`src/rtl/fcfs_request_queue.sv`:
```
`default_nettype none
// ============================================================================
//  Module      : fcfs_request_queue
//  Description : Arrival-order request capture. Each new requester ID is
//                written into a ring-buffer FIFO; the oldest entry is
//                presented as a registered one-hot grant with valid/ready.
//  Revision    : 1.0 - initial release
// ============================================================================
module fcfs_request_queue #(
    parameter  int NUM_REQUESTS = 4,
    localparam int IDW          = $clog2(NUM_REQUESTS),
    localparam int CW           = $clog2(NUM_REQUESTS + 1)
) (
    input  logic                    clk,
    input  logic                    reset_n,
    input  logic [NUM_REQUESTS-1:0] req_in,
    output logic [NUM_REQUESTS-1:0] grant_out,
    output logic [IDW-1:0]          grant_id,
    output logic                    grant_valid,
    input  logic                    grant_ready,
    output logic [NUM_REQUESTS-1:0] pending,
    output logic [CW-1:0]           count
);

    localparam logic [IDW-1:0] c_last_idx = IDW'(NUM_REQUESTS - 1);
    localparam logic [NUM_REQUESTS-1:0] c_one = NUM_REQUESTS'(1);

    // Reset synchroniser: assertion takes effect immediately, release is
    // aligned to clk so no flop leaves reset on a partial cycle.
    logic [1:0] r_rst_sync;
    logic       w_rst_n;

    // Two-stage release synchroniser for the core reset.
    always_ff @(posedge clk or negedge reset_n) begin
        if (!reset_n) begin
            r_rst_sync <= 2'b00;
        end else begin
            r_rst_sync <= {r_rst_sync[0], 1'b1};
        end
    end

    assign w_rst_n = r_rst_sync[1];

    logic [IDW-1:0]          r_mem [NUM_REQUESTS];
    logic [IDW-1:0]          r_rd_ptr;
    logic [IDW-1:0]          r_wr_ptr;
    logic [CW-1:0]           r_count;
    logic [NUM_REQUESTS-1:0] r_pending;
    logic [NUM_REQUESTS-1:0] r_grant_out;
    logic [IDW-1:0]          r_grant_id;
    logic                    r_grant_valid;

    logic [IDW-1:0]          w_mem_next [NUM_REQUESTS];
    logic [NUM_REQUESTS-1:0] w_new;
    logic [IDW-1:0]          w_wr_next;
    logic [CW-1:0]           w_push_cnt;
    logic                    w_pop;
    logic [IDW-1:0]          w_rd_next;
    logic [CW-1:0]           w_count_next;
    logic [IDW-1:0]          w_head_next;
    logic                    w_valid_next;
    logic [NUM_REQUESTS-1:0] w_pending_next;

    // Enqueue all newly arriving requesters in ascending index order,
    // each taking the next ring slot after the previous one.
    always_comb begin
        w_new      = req_in & ~r_pending;
        w_mem_next = r_mem;
        w_wr_next  = r_wr_ptr;
        w_push_cnt = '0;
        for (int i = 0; i < NUM_REQUESTS; i++) begin
            if (w_new[i]) begin
                w_mem_next[w_wr_next] = IDW'(i);
                w_push_cnt            = w_push_cnt + CW'(1);
                w_wr_next             = (w_wr_next == c_last_idx) ? '0 : w_wr_next + IDW'(1);
            end
        end
    end

    // Dequeue, occupancy and the next registered head. The popped slot can
    // never be a write target: a full queue means every requester is pending.
    always_comb begin
        w_pop          = r_grant_valid & grant_ready;
        w_rd_next      = r_rd_ptr;
        if (w_pop) begin
            w_rd_next  = (r_rd_ptr == c_last_idx) ? '0 : r_rd_ptr + IDW'(1);
        end
        w_count_next   = r_count - CW'(w_pop) + w_push_cnt;
        w_valid_next   = (w_count_next != '0);
        w_head_next    = w_valid_next ? w_mem_next[w_rd_next] : '0;
        // The popped requester stays pending at the pop edge, so it is
        // not part of w_new and re-enqueues one edge later at the tail.
        w_pending_next = (r_pending & ~(w_pop ? r_grant_out : '0)) | w_new;
    end

    // State and output registers.
    always_ff @(posedge clk or negedge w_rst_n) begin
        if (!w_rst_n) begin
            for (int i = 0; i < NUM_REQUESTS; i++) begin
                r_mem[i] <= '0;
            end
            r_rd_ptr      <= '0;
            r_wr_ptr      <= '0;
            r_count       <= '0;
            r_pending     <= '0;
            r_grant_out   <= '0;
            r_grant_id    <= '0;
            r_grant_valid <= 1'b0;
        end else begin
            r_mem         <= w_mem_next;
            r_rd_ptr      <= w_rd_next;
            r_wr_ptr      <= w_wr_next;
            r_count       <= w_count_next;
            r_pending     <= w_pending_next;
            r_grant_out   <= w_valid_next ? (c_one << w_head_next) : '0;
            r_grant_id    <= w_head_next;
            r_grant_valid <= w_valid_next;
        end
    end

    assign grant_out   = r_grant_out;
    assign grant_id    = r_grant_id;
    assign grant_valid = r_grant_valid;
    assign pending     = r_pending;
    assign count       = r_count;

endmodule
`default_nettype wire

```
`config.mk`:
```
export PLATFORM = sky130hd
export DESIGN_NAME = fcfs_request_queue
export DESIGN_NICKNAME = d
export VERILOG_FILES = /design/src/rtl/fcfs_request_queue.sv
export SDC_FILE = /design/constraint.sdc
export NUM_CORES = 1
export LEC_CHECK = 0
export BUFFER_PORTS_ARGS = -buffer_cell sky130_fd_sc_hd__buf_2
export CORE_MARGIN = 4
export CORE_UTILIZATION = 55
export CTS_BUF_LIST = sky130_fd_sc_hd__clkbuf_16
export DETAILED_ROUTE_END_ITERATION = 8
export GPL_ROUTABILITY_DRIVEN = 0
export PLACE_DENSITY_LB_ADDON = 0.1
export SLEW_MARGIN = 20
export SYNTH_ARGS = -nofsm -noshare
export SYNTH_HDL_FRONTEND = slang
export SYNTH_SLANG_ARGS = --single-unit
```
`constraint.sdc`:
```
create_clock -name clk -period 2 [get_ports clk]
set_clock_uncertainty 0.1 [all_clocks]
set_input_delay 0.1 -clock clk [delete_from_list [all_inputs] [get_ports clk]]
set_output_delay 0.1 -clock clk [all_outputs]
set_load 0.005 [all_outputs]
```
# After elaboration in Yosys (flattened, before gate mapping)
# Cells that the tools add are included.
# W data, S select, Z words.
# word_totals
register_bits,28
latchBits,0
mem_bits_rw,0
mem_bits_ro,0
inputBits,7
output_inout_bits,14
elab_cells,94
memories,0
# classes
add_sub_neg,10
multipliers,0
div,0
n_lt_le_gt_ge,9
eq_ne,5
shift,1
mux,32
n_bitwise,20
reduce_logical,5
# ops
operator,n
$mux W2,17
$mux W8,4
$and A4 B4 Y4,4
$demux W2 S2,4
$not A4 Y4,4
$ge A3 B3 Y1 const B,5
$not A2 Y3,5
$lt A3 B1 Y1 const B,4
$or A4 B4 Y4,3
$add A2 B1 Y2 const B,5
$eq A2 B2 Y1 const B,5
$add A3 B1 Y3 const B,3
$mux W3,3
$and A8 B8 Y8,1
$mux W4,2
$not A8 Y8,1
$or A8 B8 Y8,1
$bmux W2 S2,1
$logic_and A1 B1 Y1,4
$shl A1 B2 Y4 const A,1
$add A3 B3 Y3,1
$reduce_bool A3 Y1,1
$sub A3 B1 Y3,1
$and A1 B1 Y1,1
$mux W1,1

# Depth between registers and ports, before layout
# Gate-level depths: netlist of the first run.
# logic_depth
depth_word,22
ltp_mapped,16
ltp_nobuf,16

# Least setup slack after synthesis of the first run
# No wires, ideal clock.
# synth_timing
kind,register -> register
startpoint,register r_pending[0] (netlist: pending[0])
endpoint,register r_grant_out[1] (netlist: grant_out[1])
setup_time_ps,89
arrival_ps,3312
required_ps,1811
path_slack_ps,-1501
stages_incl_launch_ff,16
path_buffers,0
synth_period_minus_slack_ps,3501
path_cell_list,dfrtp_1 -> and2b_4 -> mux2i_4 -> inv_1 -> ha_1 -> nor2_1 -> a21oi_1 -> ha_1 -> mux2i_1 -> inv_1 -> ha_1 -> and3b_1 -> a311oi_1 -> a22oi_1 -> nand2_1 -> nor3b_1
# synth_between
elab_chain_cells,22
elab_cells_between_ends,55
cone_classes,6 x add/sub; 6 x order compare; 2 x eq/ne; 1 x shift; 24 x mux; 12 x bitwise; 4 x reduce/logical
# synth_rtl
element,line_no,source
start: declaration,48,logic [NUM_REQUESTS-1:0] r_pending;
start signal: assignment,114,r_pending <= w_pending_next;
$not A4 Y4 *,67,w_new = req_in & ~r_pending;
$and A4 B4 Y4 *,67,
$mux W2,72,if (w_new[i]) begin
$add A2 B1 Y2 or $eq A2 B2 Y1 (tied branches),75,w_wr_next = (w_wr_next == c_last_idx) ? '0 : w_wr_next + IDW'(1);
$mux W2,75,
$mux W2,72,
"$add A2 B1 Y2, or another cell as far along",75,
"$mux W2, or another cell as far along",75,
(+5 left out),-,
$demux W2 S2 or $mux W8 (tied branches),"73, 72",
$or A8 B8 Y8 (no source line),-,
$mux W8,72,
$bmux W2 S2,90,w_head_next = w_valid_next ? w_mem_next[w_rd_next] : '0;
$mux W2 (implied by the code) (2 in a row),90,
$mux W2,90,
$shl A1 B2 Y4,115,r_grant_out <= w_valid_next ? (c_one << w_head_next) : '0;
$mux W4 *,115,
end signal: assignment,115,
end: declaration,49,logic [NUM_REQUESTS-1:0] r_grant_out;
# Mark *: on every way between the ends. The rest lies on a longest branch, timed or not. The select of a mux whose other input is x is not followed.

# Worst setup path after layout of the first run
# layout_timing
startpoint,register r_wr_ptr[0]
endpoint,register r_grant_out[1] (netlist: grant_out[1])
# layout_between
elab_chain_cells,22
elab_cells_between_ends,55
cone_classes,3 x add/sub; 8 x order compare; 3 x eq/ne; 1 x shift; 23 x mux; 13 x bitwise; 4 x reduce/logical
# layout_rtl
element,line_no,source
start: declaration,46,logic [IDW-1:0] r_wr_ptr;
start signal: assignment,112,r_wr_ptr <= w_wr_next;
$add A2 B1 Y2 or $eq A2 B2 Y1 (tied branches),75,
$mux W2,75,
$mux W2,72,
$add A2 B1 Y2 or $eq A2 B2 Y1 (tied branches),75,
$mux W2,75,
$mux W2,72,
"$add A2 B1 Y2, or another cell as far along",75,
"$mux W2, or another cell as far along",75,
(+5 left out),-,
$demux W2 S2 or $mux W8 (tied branches),"73, 72",
$or A8 B8 Y8 (no source line),-,
$mux W8 *,72,
$bmux W2 S2 *,90,
$mux W2 (implied by the code) * (2 in a row),90,
$mux W2 *,90,
$shl A1 B2 Y4 *,115,
$mux W4 *,115,
# Marks and branches as above.

==> flow_metrics.tcl, run 1 <==
set metrics [dict create \
    final.setup.worst_slack_ps -1677 \
    die-area_um2 4261 \
    synth_ff_type "dfrtp_1" \
    cp-start-kind "register" \
    design.portCount 21 \
    max-clock-path-buffers 2 \
    antenna_found_initial 0 \
    syn_area_um2 1804 \
    drt_iter0_drc 235 \
    cts_buffers 3 \
    drc 0 \
    rr_startpoint "r_wr_ptr[0]$_DFF_PN0_" \
    cts.sinks 28 \
    clockRootBuffer "clkbuf_16" \
    synth_top_family_by_area "simple AND/OR/NAND/NOR gates" \
    yosysWarningCount 0 \
    end_kind "register" \
    max_freq_mhz 272.0 \
    synth.most_common_cell "dfrtp_1" \
    finalCritPeriodShare 1.838 \
    tns_ps -21170 \
    synth-compound-area-share 0.1137 \
    die_x_um 65.28 \
    cts_tree "yes" \
    period_needed_ps 3677 \
    crit_chain "ha_1, nor2_4, mux2i_4, inv_2, ha_4, nor2_4, a21oi_2, buf_4, buf_4, ha_1, and3b_1, o211ai_1, nand4_1, buf_4, nor3b_4" \
    status "finished with violations" \
    ys_ff_latch 28 \
    hold_viol 0 \
    path_common_cell "buf_4" \
    core-area_um2 3103 \
    relSlewSlack 0.6029 \
    layout-drive-gt1-share 0.5827 \
    synth_fp_nets 199 \
    required_ps 2090 \
    max_cap_viol_count 0 \
    nets 285 \
    die_y_um 65.28 \
    hpwl_um 3543 \
    track_usage 0.3068 \
    synth_cells 169 \
    worstPathMaxFanout 5 \
    h-tree-depth 1 \
    synth.distinct_cells 36 \
    grt_pass1_wl_um 9715 \
    synth_area_leaders "dfrtp_1, ha_1, and3b_1" \
    synth-xor-area-share 0.06103 \
    ys_seq_area_frac 0.3883 \
    start_util 0.5815 \
    cpLargestDelayFamily "simple AND/OR/NAND/NOR gates" \
    startpoint "r_wr_ptr[0]$_DFF_PN0_" \
    wl_per_cell_um 28.55 \
    grt_max_degree 27 \
    path_class "reg2reg" \
    firstDrtPassIters 5 \
    antennaDiodeCount 0 \
    synthAdderAreaFrac 0.1637 \
    wirelength_um 8508 \
    clkTransAtPathRegs_ps 80 \
    vias 1977 \
    critPathArrivalTime_ps 3760 \
    port_buffers 20 \
    max_stage_delay_ps 470 \
    viasPerCell 6.634 \
    grt_pass1_vias 1909 \
    overflow 0 \
    area_delta_synth_final_pct 62.14 \
    async_flop_share 1.000 \
    synth_simple_gate_area_frac 0.1879 \
    synth_edf_count 0 \
    num_rows 20 \
    crit_buf_inv 4 \
    violations "negative setup slack" \
    hold_class "in2async" \
    rsz0062_at_grt "yes" \
    worst_path_max_delay_cell "o211ai_1" \
    tightest_slew_ps 593.8 \
    antenna_left 0 \
    synth_top_area_frac 0.3883 \
    nFillCells 93 \
    synth.largest_area_cell "dfrtp_1" \
    slew_violations 0 \
    synth_top_cells_by_count "dfrtp_1, ha_1, inv_1, nand2_1, and3b_1" \
    finalSetupViolations 20 \
    synth.avg_cell_area_um2 10.68 \
    final_util 0.9427 \
    synth.mux.area_fraction 0.03467 \
    insertion_delay_ps 270 \
]
final timing paths:
path | to | slack [ps] | cells after the start
setup / recovery | grant_out[1]$_DFF_PN0_ | -1680 | 15
hold / removal | r_rst_sync[1]$_DFF_PN0_ | 60 | 2
setup reg to reg | grant_out[1]$_DFF_PN0_ | -1680 | 15
hold reg to reg | grant_out[0]$_DFF_PN0_ | 140 | 1
max in group asynchronous | r_mem[7]$_DFF_PN0_ | 1400 | 1
min in group clk | r_rd_ptr[0]$_DFF_PN0_ | 270 | 4
area by class of cell:
class,count,area (um2),area share
inverters,22,87.58,0.02994
repair buffers,82,613.1,0.2096
well taps,44,55.05,0.01882
multi-input cells,118,1364,0.4662
flip-flops and latches,28,700.7,0.2395
clock inverters,1,30.03,0.01027
clock buffers,3,75.07,0.02566
sequential cells by signal, summed over array words and instances, names as in the netlist:
name         cells
r_mem            8
grant_out        4
pending          4
count            3
grant_id         2
r_rd_ptr         2
r_rst_sync       2
r_wr_ptr         2
grant_valid      1
worst register-to-register path: stages, from the launching register on:
cell and delay, ps:
dfrtp_1 430, ha_1 290, nor2_4 70, mux2i_4 170
inv_2 80, ha_4 250, nor2_4 110, a21oi_2 50
buf_4 130, buf_4 140, ha_1 190, and3b_1 290
o211ai_1 470, nand4_1 370, buf_4 270, nor3b_4 180
per-layer routing:
layer	routed length, um	global-route usage
met1	2842	0.3662
met2	3991	0.5171
met3	892	0.07009
met4	782	0.1528
met5	0	0
cell usage in the layout (no fill, tap or decap), types with 4 or more instances in the layout:
cell type	Yosys	routed
buf_2	1	20
ha_1	22	12
nand2_1	19	14
dfrtp_1	28	28
buf_4	0	49
buf_6	0	12
a311oi_2	0	4
nand3b_1	8	8
ha_4	0	10
and3b_1	9	8
inv_2	2	11
inv_1	20	9
o211ai_1	5	5
stage by stage:
| step | cells | hold slack, ps | worst slack [ps] | cell area [um2] |
|---|---|---|---|---|
| after floorplan | 169 | -295.6 | -1288 | 1886 |
| after global routing | 298 | 73.99 | -1747 | 2925 |
| final | 298 | 57.99 | -1677 | 2925 |
| after global placement | 270 | -216.3 | -1221 | 2321 |
| after CTS | 291 | 37.59 | -1332 | 2629 |
| after detailed placement | 270 | -214.1 | -1326 | 2321 |
logic make-up after synthesis:
group,Yosys count
other cells,1
simple gates,53
compound gates,28
flops,28
fa+ha+maj,23
mux,5
xor+xnor,8
buf+inv,23
what timing repair did:
item,4_1_cts,5_1_grt
pin swaps,15,11
gates resized for setup,20,51
hold buffers,1,0
endpoints found under the hold margin,2,0
setup endpoints to repair,20,20
setup buffers,16,12
cloned,0,0
Power of run 1 is not shown: default switching activity piles up to over one toggle a cycle in this logic, so the estimate is an artifact.
==> inputs of run 2 (changes only) <==
--- a/config.mk
+++ b/config.mk
@@ -6,12 +6,13 @@
 export NUM_CORES = 1
 export LEC_CHECK = 0
 export BUFFER_PORTS_ARGS = -buffer_cell sky130_fd_sc_hd__buf_2
+export CORE_ASPECT_RATIO = 1.2
 export CORE_MARGIN = 4
 export CORE_UTILIZATION = 55
 export CTS_BUF_LIST = sky130_fd_sc_hd__clkbuf_16
 export DETAILED_ROUTE_END_ITERATION = 8
 export GPL_ROUTABILITY_DRIVEN = 0
-export PLACE_DENSITY_LB_ADDON = 0.1
+export PLACE_DENSITY = 0.83
 export SLEW_MARGIN = 20
 export SYNTH_ARGS = -nofsm -noshare
 export SYNTH_HDL_FRONTEND = slang
==> run 2 against run 1 <==
The flow still finishes with violations (negative setup slack). Critical endpoint unchanged. Flip-flop and latch count stayed put. Critical path type unchanged. Die area barely moved. Cell count fell by 5.7%. Non-clock buffer count down 9.
==> flow_metrics.tcl, run 2 (synthesized netlist as in run 1, its figures left out) <==
set metrics [dict create \
    status "finished with violations" \
    violations "negative setup slack" \
    rsz0062_at_grt "yes" \
    gr-usage-met2 0.5613 \
    period_needed_ps 3580 \
    drt_iter0_drc 227 \
    timing.hold.ws_ps 34.22 \
    hold_viol 0 \
    track_usage 0.3650 \
    firstDrtPassIters 5 \
    path_class "reg2reg" \
    dp_slack_ps -1338 \
    required_ps 2090 \
    layout-drive-gt1-share 0.5633 \
    h-tree-depth 1 \
    antenna_found_initial 0 \
    antennaDiodeCount 0 \
    crit_chain "and2b_4, mux2i_4, inv_2, ha_4, nor2_4, a21oi_2, ha_1, mux2i_2, inv_1, ha_2, and3b_1, a311oi_2, a22oi_2, nand2_2, nor3b_4" \
    worst_path_max_delay_cell "dfrtp_1" \
    layout.cells.non_filler 281 \
    cp-start-kind "register" \
    viasPerCell 6.900 \
    num_rows 22 \
    cts.sinks 28 \
    placed_cells 262 \
    critPathArrivalTime_ps 3670 \
    max_cap_viol_count 0 \
    max-clock-path-buffers 2 \
    finalCritPeriodShare 1.790 \
    drc 0 \
    die-area_um2 4265 \
    final_common_cell "buf_4" \
    hold_class "in2async" \
    wl_per_cell_um 28.49 \
    core-area_um2 3110 \
    grt_max_degree 27 \
    tightest_slew_ps 555.7 \
    r2r_slack_ps -1580 \
    insertion_delay_ps 270 \
    overflow 0 \
    wirelength_um 8006 \
    stdcell_area_um2 2811 \
    final.setup.worst_slack_ps -1580 \
    end_kind "register" \
    hpwl_um 3586 \
    grtUsageMet1 0.4382 \
    top_register "r_mem" \
    die_x_um 60.29 \
    max_freq_mhz 279.3 \
    final_cell_mix "buf_4, dfrtp_1, buf_2" \
    max_stage_delay_ps 380 \
    antenna_left 0 \
    area_delta_synth_final_pct 55.83 \
    relSlewSlack 0.6284 \
    vias 1939 \
    start_util 0.5800 \
    use_met3 0.1077 \
    clkTransAtPathRegs_ps 80 \
    cts_tree "yes" \
    grt_pass1_wl_um 10910 \
    clockRootBuffer "clkbuf_16" \
    design.portCount 21 \
    grt_pass1_vias 1977 \
    dpl_cell_area_um2 2311 \
    slew_violations 0 \
    grt-busiest-layer "met2" \
    port_buffers 20 \
    die_y_um 70.74 \
    finalSetupViolations 20 \
    nets 276 \
    largest_register_ffs 8 \
    worstPathMaxFanout 5 \
    cts_buffers 3 \
]
run 2: cell types whose count changed in the layout (fill, tap and decap cells not counted), sizes merged:
cell,change
buf,-9
run 2: metal layers:
layer / up-vias / wire length [um]
li1: 735 / -
met1: 898 / 2615
met2: 217 / 3580
met3: 89 / 959
met4: 0 / 851
met5: - / 0
run 2: worst paths after layout:
path	endpoint	cells after the start	start
max in group asynchronous	r_wr_ptr[0]$_DFF_PN0_	1	r_rst_sync[1]$_DFF_PN0_
worst max register to register	grant_out[1]$_DFF_PN0_	15	pending[0]$_DFF_PN0_
min in group clk	r_rd_ptr[0]$_DFF_PN0_	4	grant_ready
worst min register to register	count[1]$_DFF_PN0_	1	r_rst_sync[1]$_DFF_PN0_
worst min-delay path	r_rst_sync[1]$_DFF_PN0_	2	reset_n
worst max-delay path	grant_out[1]$_DFF_PN0_	15	pending[0]$_DFF_PN0_
run 2: timing repair:
item,in CTS,in global routing
endpoints found under the setup margin,20,20
buffers inserted,11,7
hold endpoints to repair,2,0
pin swaps,17,9
gates resized for setup,46,15
hold buffers,1,0
run 2: layout make-up:
cell class | count | area [um2]
Multi-Input combinational cell | 118 | 1330
Tap cell | 36 | 45.04
Inverter | 22 | 90.09
Fill cell | 92 | 299.0
Timing Repair Buffer | 73 | 539.3
Clock buffer | 3 | 75.07
Sequential cell | 28 | 701.9
Clock inverter | 1 | 30.03
run 2: worst max-delay path, delay by kind of cell (launching register included):
kind            cells  cell delay, ps
buf+inv             2             190
mux                 2             510
simple gates        5             950
compound gates      3             600
fa+ha+maj           3             750
flops               1             380
run 2: metrics by stage:
| step | utilization | setup TNS, ps |
|---|---|---|
| after floorplan | - | -16930 |
| after global placement | 0.7430 | -15700 |
| after detailed placement | 0.7430 | -18010 |
| after CTS | 0.8673 | -18310 |
| after global routing | 0.9039 | -23180 |
| final | 0.9039 | -21540 |
Power of run 2 is left out for the same reason.
